<file path="config.mk">
export PLATFORM = sky130hd
export DESIGN_NAME = hazard_scoreboard
export DESIGN_NICKNAME = d
export VERILOG_FILES = /design/src/rtl/hazard_scoreboard_pkg.sv /design/src/rtl/hazard_stage_reg.sv /design/src/rtl/hazard_scoreboard.sv
export SDC_FILE = /design/constraint.sdc
export NUM_CORES = 1
export LEC_CHECK = 0
export BUFFER_PORTS_ARGS = -buffer_cell sky130_fd_sc_hd__buf_2
export CAP_MARGIN = 30
export CELL_PAD_IN_SITES_DETAIL_PLACEMENT = 1
export CELL_PAD_IN_SITES_GLOBAL_PLACEMENT = 2
export CORE_UTILIZATION = 30
export DETAILED_ROUTE_END_ITERATION = 12
export PLACE_DENSITY_LB_ADDON = 0.1
export SLEW_MARGIN = 10
export SYNTH_ARGS = -nofsm -noshare
export SYNTH_HDL_FRONTEND = slang
export SYNTH_SLANG_ARGS = --single-unit
</file>
<file path="constraint.sdc">
create_clock -name clk -period 1.7 [get_ports clk]
set_input_delay 0.085 -clock clk [delete_from_list [all_inputs] [get_ports clk]]
set_output_delay 0.085 -clock clk [all_outputs]
set_load 0.1 [all_outputs]
</file>
<file path="src/rtl/hazard_scoreboard_pkg.sv">
// Shared definitions for the hazard scoreboard.
// Contents:
// - register-file geometry;
// - the layout of one shadow-pipeline entry, {valid, dest, regwrite, memread};
// - the bubble entry;
// - a helper that tests whether an entry writes a given register.
package hazard_scoreboard_pkg;

  localparam int unsigned SbAddrW   = 2;
  localparam int unsigned SbNumRegs = 4;

  // Entry bit layout, MSB to LSB: valid | dest[SbAddrW-1:0] | regwrite | memread
  localparam int unsigned SbMrBit    = 0;
  localparam int unsigned SbRwBit    = 1;
  localparam int unsigned SbDestLsb  = 2;
  localparam int unsigned SbValidBit = SbDestLsb + SbAddrW;
  localparam int unsigned SbEntryW   = SbValidBit + 1;

  localparam logic [SbEntryW-1:0] SbBubble = '0;

  function automatic logic sb_writes(logic [SbEntryW-1:0] e, logic [SbAddrW-1:0] r);
    return e[SbValidBit] & e[SbRwBit] & (e[SbDestLsb +: SbAddrW] == r);
  endfunction

endpackage

</file>
<file path="src/rtl/hazard_stage_reg.sv">
// One shadow-pipeline entry.
// Ports:
// - clk_i, rst_ni: clock and asynchronous active-low reset (clears the entry).
// - en_i: advance; when low the entry holds.
// - bubble_i: when advancing, load the all-zero bubble instead of d_i.
// - d_i / q_o: next entry / current entry.
module hazard_stage_reg
  import hazard_scoreboard_pkg::*;
(
  input  logic                clk_i,
  input  logic                rst_ni,
  input  logic                en_i,
  input  logic                bubble_i,
  input  logic [SbEntryW-1:0] d_i,
  output logic [SbEntryW-1:0] q_o
);

  logic [SbEntryW-1:0] entry_d, entry_q;

  always_comb begin
    entry_d = entry_q;
    if (en_i) begin
      entry_d = bubble_i ? SbBubble : d_i;
    end
  end

  always_ff @(posedge clk_i or negedge rst_ni) begin
    if (!rst_ni) begin
      entry_q <= SbBubble;
    end else begin
      entry_q <= entry_d;
    end
  end

  assign q_o = entry_q;

endmodule

</file>
<file path="src/rtl/hazard_scoreboard.sv">
// Load-use hazard scoreboard for the 5-stage CPU.
// Shadows every in-flight register write in EX, MEM and WB. It stalls IF/ID and
// bubbles ID/EX when the instruction in ID reads the destination of a load that
// is still in EX, since forwarding cannot cover that case.
// Ports:
// - clk, reset_n: clock and asynchronous active-low reset.
// - mem_ready: 0 freezes the whole pipeline, so it also forces stall.
// - id_*: the instruction currently in ID (sources, destination, control bits).
// - ex_flush: taken branch/jump in EX; kills IF/ID and overrides any load-use stall.
// - stall, id_ex_bubble: hazard controls.
// - pending_mask: registers with an outstanding write in EX/MEM/WB.
// - stall_count: saturating count of load-use stall cycles.
module hazard_scoreboard
  import hazard_scoreboard_pkg::*;
#(
  parameter int unsigned ADDR_W   = SbAddrW,
  parameter int unsigned NUM_REGS = SbNumRegs,
  parameter int unsigned CNT_W    = 16
) (
  input  logic                clk,
  input  logic                reset_n,
  input  logic                mem_ready,
  input  logic                id_valid,
  input  logic [ADDR_W-1:0]   id_rs,
  input  logic [ADDR_W-1:0]   id_rt,
  input  logic                id_use_rs,
  input  logic                id_use_rt,
  input  logic [ADDR_W-1:0]   id_dest,
  input  logic                id_regwrite,
  input  logic                id_memread,
  input  logic                ex_flush,
  output logic                stall,
  output logic                id_ex_bubble,
  output logic [NUM_REGS-1:0] pending_mask,
  output logic [CNT_W-1:0]    stall_count
);

  logic [SbEntryW-1:0] ex_q, mem_q, wb_q, ex_d;
  logic [SbAddrW-1:0]  ex_dest;
  logic                load_use;
  logic                ex_bubble;
  logic [CNT_W-1:0]    stall_count_d, stall_count_q;

  assign ex_dest = ex_q[SbDestLsb +: SbAddrW];

  // Only a load still in EX needs a stall; from MEM onward its data can be forwarded.
  always_comb begin
    load_use = id_valid & ex_q[SbValidBit] & ex_q[SbMrBit] & ex_q[SbRwBit] & ~ex_flush &
               ((id_use_rs & (id_rs == ex_dest)) | (id_use_rt & (id_rt == ex_dest)));
  end

  assign stall        = load_use | ~mem_ready;
  assign id_ex_bubble = (load_use | ex_flush) & mem_ready;

  assign ex_d      = {1'b1, id_dest, id_regwrite, id_memread};
  assign ex_bubble = load_use | ex_flush | ~id_valid;

  hazard_stage_reg u_stage_ex (
    .clk_i    (clk),
    .rst_ni   (reset_n),
    .en_i     (mem_ready),
    .bubble_i (ex_bubble),
    .d_i      (ex_d),
    .q_o      (ex_q)
  );

  hazard_stage_reg u_stage_mem (
    .clk_i    (clk),
    .rst_ni   (reset_n),
    .en_i     (mem_ready),
    .bubble_i (1'b0),
    .d_i      (ex_q),
    .q_o      (mem_q)
  );

  hazard_stage_reg u_stage_wb (
    .clk_i    (clk),
    .rst_ni   (reset_n),
    .en_i     (mem_ready),
    .bubble_i (1'b0),
    .d_i      (mem_q),
    .q_o      (wb_q)
  );

  always_comb begin
    pending_mask = '0;
    for (int unsigned r = 0; r < NUM_REGS; r++) begin
      pending_mask[r] = sb_writes(ex_q, SbAddrW'(r)) | sb_writes(mem_q, SbAddrW'(r)) |
                        sb_writes(wb_q, SbAddrW'(r));
    end
  end

  always_comb begin
    stall_count_d = stall_count_q;
    if (load_use && mem_ready && !(&stall_count_q)) begin
      stall_count_d = stall_count_q + CNT_W'(1);
    end
  end

  always_ff @(posedge clk or negedge reset_n) begin
    if (!reset_n) begin
      stall_count_q <= '0;
    end else begin
      stall_count_q <= stall_count_d;
    end
  end

  assign stall_count = stall_count_q;

endmodule

</file>
==> results of run 1 <==
how the worst min path moves through the flow:
stage	start	end	slack (ns)
after floorplan	reset_n	stall_count[14]	-0.21
after global placement	reset_n	stall_count[3]	0.15
after detailed placement	reset_n	stall_count[3]	0.16
after CTS	id_dest[1]	u_stage_ex.q_o[3]	0.04
after global routing	id_memread	u_stage_ex.q_o[0]	0.05
final	id_memread	u_stage_ex.q_o[0]	0.05
state kept, by name, indices dropped and copies added (netlist names):
register	count
u_stage_mem.q_o	4
u_stage_ex.q_o	5
stall_count	16
u_stage_wb.q_o	4
critical path, delay by kind of cell (launching register included):
kind	cells	cell delay, ns
simple gates	3	0.28
xor+xnor	1	0.16
flops	1	0.44
buf+inv	2	0.32
compound gates	1	0.20
area by class of cell:
type                            instances  area, um2  area share
Clock buffer                            5       68.8      0.0305
Inverter                                3       15.0     0.00666
Sequential cell                        29        776       0.344
Multi-Input combinational cell         99        888       0.394
Clock inverter                          3       17.5     0.00777
Timing Repair Buffer                   56        405       0.180
Tap cell                               67       83.8      0.0372
cells in the mapped netlist, types with 2 or more instances:
cell type  count  share of area
xnor2_1       13          0.074
nor3_1         4          0.013
nand3_2        5          0.033
nor2_1         7          0.017
a32o_1         4          0.026
and3_1         4          0.016
nor3b_1        2         0.0098
dfrtp_1       29           0.47
o31ai_1        2         0.0098
buf_2          2         0.0065
mux2_2        10          0.073
nand4_1       11          0.045
buf_6          3          0.022
a21oi_1        3         0.0098
nand2b_1       2         0.0082
nand3_1        8          0.026
xnor2_2        3          0.032
inv_1          3         0.0073
nand2_1        8          0.020
repair_timing:
action,CTS,global route
gates resized for setup,8,15
pin swaps,11,4
setup endpoints to repair,3,25
setup buffers,6,2
endpoints found under the hold margin,29,0
hold buffers,1,0
stage by stage:
stage,power (mW),setup TNS [ns]
detailed placement,0.944,0
CTS,1.52,-0.189
finish,1.51,-0.242
floorplan,0.870,-1.19
global route,1.58,-1.14
global placement,0.939,0
layer usage:
metal / part of all wire / vias up / wire, um / track usage
met1: 0.44 / 624 / 1670 / 0.190
met5: 0 / - / 0 / 0
li1: - / 603 / - / -
met3: 0.039 / 6 / 148 / 0.0453
met2: 0.50 / 26 / 1910 / 0.271
met4: 0.017 / 0 / 65 / 0.0641
kinds of logic (layout without fill, tap and decap cells):
family	after synthesis	count (layout)	synth area share
buffers and inverters	8	67	0.0359
adder cells (fa/ha/maj)	1	1	0.00816
flip-flops	29	29	0.473
XOR/XNOR	17	17	0.112
AO/OA/AOI/OAI	12	12	0.0628
AND/OR/NAND/NOR	58	58	0.228
multiplexers	11	11	0.0808
power groups by stage:
stage	sequential (mW)	combinational, mW	clock (mW)
after floorplan	0.753	0.117	0
after global routing	0.751	0.225	0.608
final	0.746	0.210	0.554
after CTS	0.746	0.197	0.578
after global placement	0.757	0.181	0
after detailed placement	0.760	0.184	0
==> impl_metrics.toml, run 1 <==
[status]
status = "complete, but fails checks"
violations = "negative setup slack"

[worst_setup_path]
endpoint_kind = "primary output"
critPathMaxStageDelay_ns = 0.44
ff2ff_setup_slack_ns = -0.06
crit_path_start_kind = "flop"
reg2reg_from = "u_stage_ex.q_o[3]"
cp-startpoint = "u_stage_ex.q_o[3]"
crit_required_ns = 1.62
critPathCapture = "id_ex_bubble"
regToRegEndpoint = "stall_count[1]"
cp.arrival_ns = 1.69
critPathSlowestCell = "dfrtp_2"
crit_path_max_fanout = 3
r2r_cells = 6
crit_type = "flop to primary output"
crit_chain = "xnor2_2 > nand3_2 > a21oi_2 > buf_4 > nor2_2 > nor2_4 > buf_12"

[clock_tree]
clk_root_buffer_cell = "clkbuf_8"
clock_sinks = 29
clkSlewWorstSetupHoldPaths_ns = 0.07
cts_tree = "built"
numCtsBuffers = 5
cts_buffer_depth = 2
clk_latency_ns = 0.28
h-tree-depth = 2

[timing]
hold_slack_ns = 0.0461
min_period_over_period = 1.04
tightestPinTransition_ns = 0.657
rsz0062_at_grt = "yes"
timing.fmax_mhz = 565
setup_slack_ns = -0.0701
slew_violations = 0
maxSlewHeadroom = 0.562
skew_ns = 0.00337
final-setup-viol-count = 7
fin_crit_ns = 1.77
hold_viol = 0

[pwr]
ir_drop_uv = 370
internal-power_mw = 1.09
clockPowerShare = 0.367
power_density_nw_per_um2 = 670
power_frac_comb = 0.139
p_leak_nw = 0.985
seqPwrFrac = 0.494
power_switching_mw = 0.420
sw_frac_of_total = 0.278

[grt]
antenna_found_initial = 0
grt_pass1_wl_mm = 6.35
gr-total-overflow = 0
grt_max_degree = 30
grt_pass1_vias = 1319
track_usage = 0.160

[die]
initial_core_util = 0.318
dieArea_um2 = 5400
core_area_um2 = 4820
fp.dieH_um = 73.5
fp.dieW_um = 73.5
num_io_pins = 37
rows = 25

[final_layout]
final_cells = 262
fin_nets = 210
mostFrequentLayoutCells = "buf_2, buf_4"
fillers = 570
layout-drive-gt1-share = 0.621
final_common_cell = "buf_2"
area_growth_syn_to_layout_pct = 47.0
final_area_um2 = 2250
final_core_util = 0.468
diodes = 0

[drt]
first_pass_iters = 4
drt_wl_total_mm = 3.80
ant_nets = 0
drtIter0Drc = 35
wl_per_cell_um = 14.5
vias_per_cell = 4.81
drc_errors = 0
vias = 1259

[placed_design]
place_ws_ns = 0.00100
numPortBuffers = 36
post-dp-hpwl_mm = 2.71
place.gp.congestion = 0.783
place_inst = 245
placedInstanceArea_um2 = 2010

[yosys]
synthFlopType = "dfrtp_1"
syn-cell-area_um2 = 1530
synthArstFlopShare = 1.00
syn_area_per_cell_um2 = 11.3
synth-edff-count = 0
ys_seq_area_frac = 0.473
yosysWarnings = 0
synth.distinct_cells = 32
syn_inst = 136
synth-seq-cells = 29
synth_nets = 152

[hold_path]
hold_depth = 2
worst_hold_path_type = "input pin to flop"

[flow_run]
maxCapViolCount = 0
Power figures use the tool's default switching activity.
==> run 2, diff against run 1 <==
SKIP_CTS_REPAIR_TIMING = 1   (was not set)
==> impl_metrics.toml, run 2 (synthesis gave the netlist of run 1 again) <==
[final_layout]
diodes = 0
final_common_cell = "buf_2"
largest_register_ffs = 16
area_growth_syn_to_layout_pct = 48.3
fin_nets = 209
final_area_um2 = 2270
final_cells = 261
layout-drive-gt1-share = 0.629
mostFrequentLayoutCells = "buf_2, buf_4"

[die]
rows = 25
dieArea_um2 = 5400
num_io_pins = 37
core_area_um2 = 4820
fp.dieW_um = 73.5
initial_core_util = 0.318
fp.dieH_um = 73.5

[worst_setup_path]
endpoint_kind = "primary output"
cp.arrival_ns = 1.71
crit_path_max_fanout = 3
crit_required_ns = 1.62
crit_type = "flop to primary output"
r2r_cells = 8
critPathMaxStageDelay_ns = 0.44
crit_path_start_kind = "flop"
crit_chain = "xnor2_2 > nand3_2 > a21oi_2 > buf_4 > nor2_1 > nor2_4 > buf_12"
critPathSlowestCell = "dfrtp_2"

[timing]
timing.fmax_mhz = 558
fin_crit_ns = 1.79
hold_viol = 0
min_period_over_period = 1.05
final-setup-viol-count = 14
rsz0062_at_grt = "yes"
setup_slack_ns = -0.0912
slew_violations = 0
maxSlewHeadroom = 0.555
skew_ns = 0.00348
tightestPinTransition_ns = 0.667
hold_slack_ns = 0.0463

[drt]
vias_per_cell = 4.89
drc_errors = 0
drt_wl_total_mm = 3.79
ant_nets = 0
drtIter0Drc = 29
wl_per_cell_um = 14.5
vias = 1275
first_pass_iters = 4

[grt]
grt_pass1_vias = 1280
track_usage = 0.152
gr-total-overflow = 0
grt_pass1_wl_mm = 6.07
grt_max_degree = 30
antenna_found_initial = 0

[flow_run]
maxCapViolCount = 0

[clock_tree]
clk_root_buffer_cell = "clkbuf_8"
clock_sinks = 29
numCtsBuffers = 5
cts_tree = "built"
clkSlewWorstSetupHoldPaths_ns = 0.07
cts_buffer_depth = 2
clk_latency_ns = 0.28
h-tree-depth = 2

[placed_design]
numPortBuffers = 36
post-dp-hpwl_mm = 2.71
placedInstanceArea_um2 = 2010
place_inst = 245
place.gp.congestion = 0.783

[pwr]
power_mw = 1.50
p_leak_nw = 0.985
ir_drop_uv = 370
power_density_nw_per_um2 = 661

[hold_path]
worst_hold_path_type = "input pin to flop"
hold_depth = 2

[status]
status = "complete, but fails checks"
violations = "negative setup slack"
-- run 2: area by class of cell --
cell class / count / area, um2
inverters: 3 / 15.0
well taps: 67 / 83.8
clock buffers: 5 / 68.8
fillers: 557 / 2540
clock inverters: 3 / 17.5
multi-input cells: 99 / 902
flip-flops and latches: 29 / 776
repair buffers: 55 / 412
-- run 2: through the flow --
step / TNS [ns] / worst slack [ns] / utilization
2_1_floorplan: -1.19 / -0.194 / -
3_3_place_gp: 0 / 0.0279 / 0.418
3_5_place_dp: 0 / 0.00100 / 0.418
4_1_cts: -0.442 / -0.230 / 0.436
5_1_grt: -2.01 / -0.167 / 0.472
6_report: -0.587 / -0.0912 / 0.472
-- run 2: critical path, delay by kind of cell (launching register included) --
family / cells / cell delay (ns)
compound gates: 1 / 0.21
xor+xnor: 1 / 0.16
buf+inv: 2 / 0.32
flops: 1 / 0.44
simple gates: 3 / 0.30
-- run 2: path summary, 6_finish.rpt --
kind / from / endpoint / slack [ns]
worst max-delay path: u_stage_ex.q_o[3] / id_ex_bubble / -0.09
worst min-delay path: id_dest[1] / u_stage_ex.q_o[3] / 0.05
worst max register to register: u_stage_ex.q_o[2] / stall_count[12] / -0.08
worst min register to register: stall_count[13] / stall_count[13] / 0.53
max in group asynchronous: reset_n / stall_count[13] / 0.83
min in group asynchronous: reset_n / stall_count[1] / 0.38
-- run 2: routing by layer --
layer / wire length, um / global-route usage / vias to the layer above
li1: - / - / 605
met1: 1610 / 0.180 / 636
met2: 1940 / 0.256 / 28
met3: 167 / 0.0453 / 6
met4: 65 / 0.0641 / 0
met5: 0 / 0 / -
-- run 2: power breakdown --
part           internal, mW  switching (mW)
sequential            0.716          0.0307
combinational        0.0884           0.116
clock                 0.282           0.271
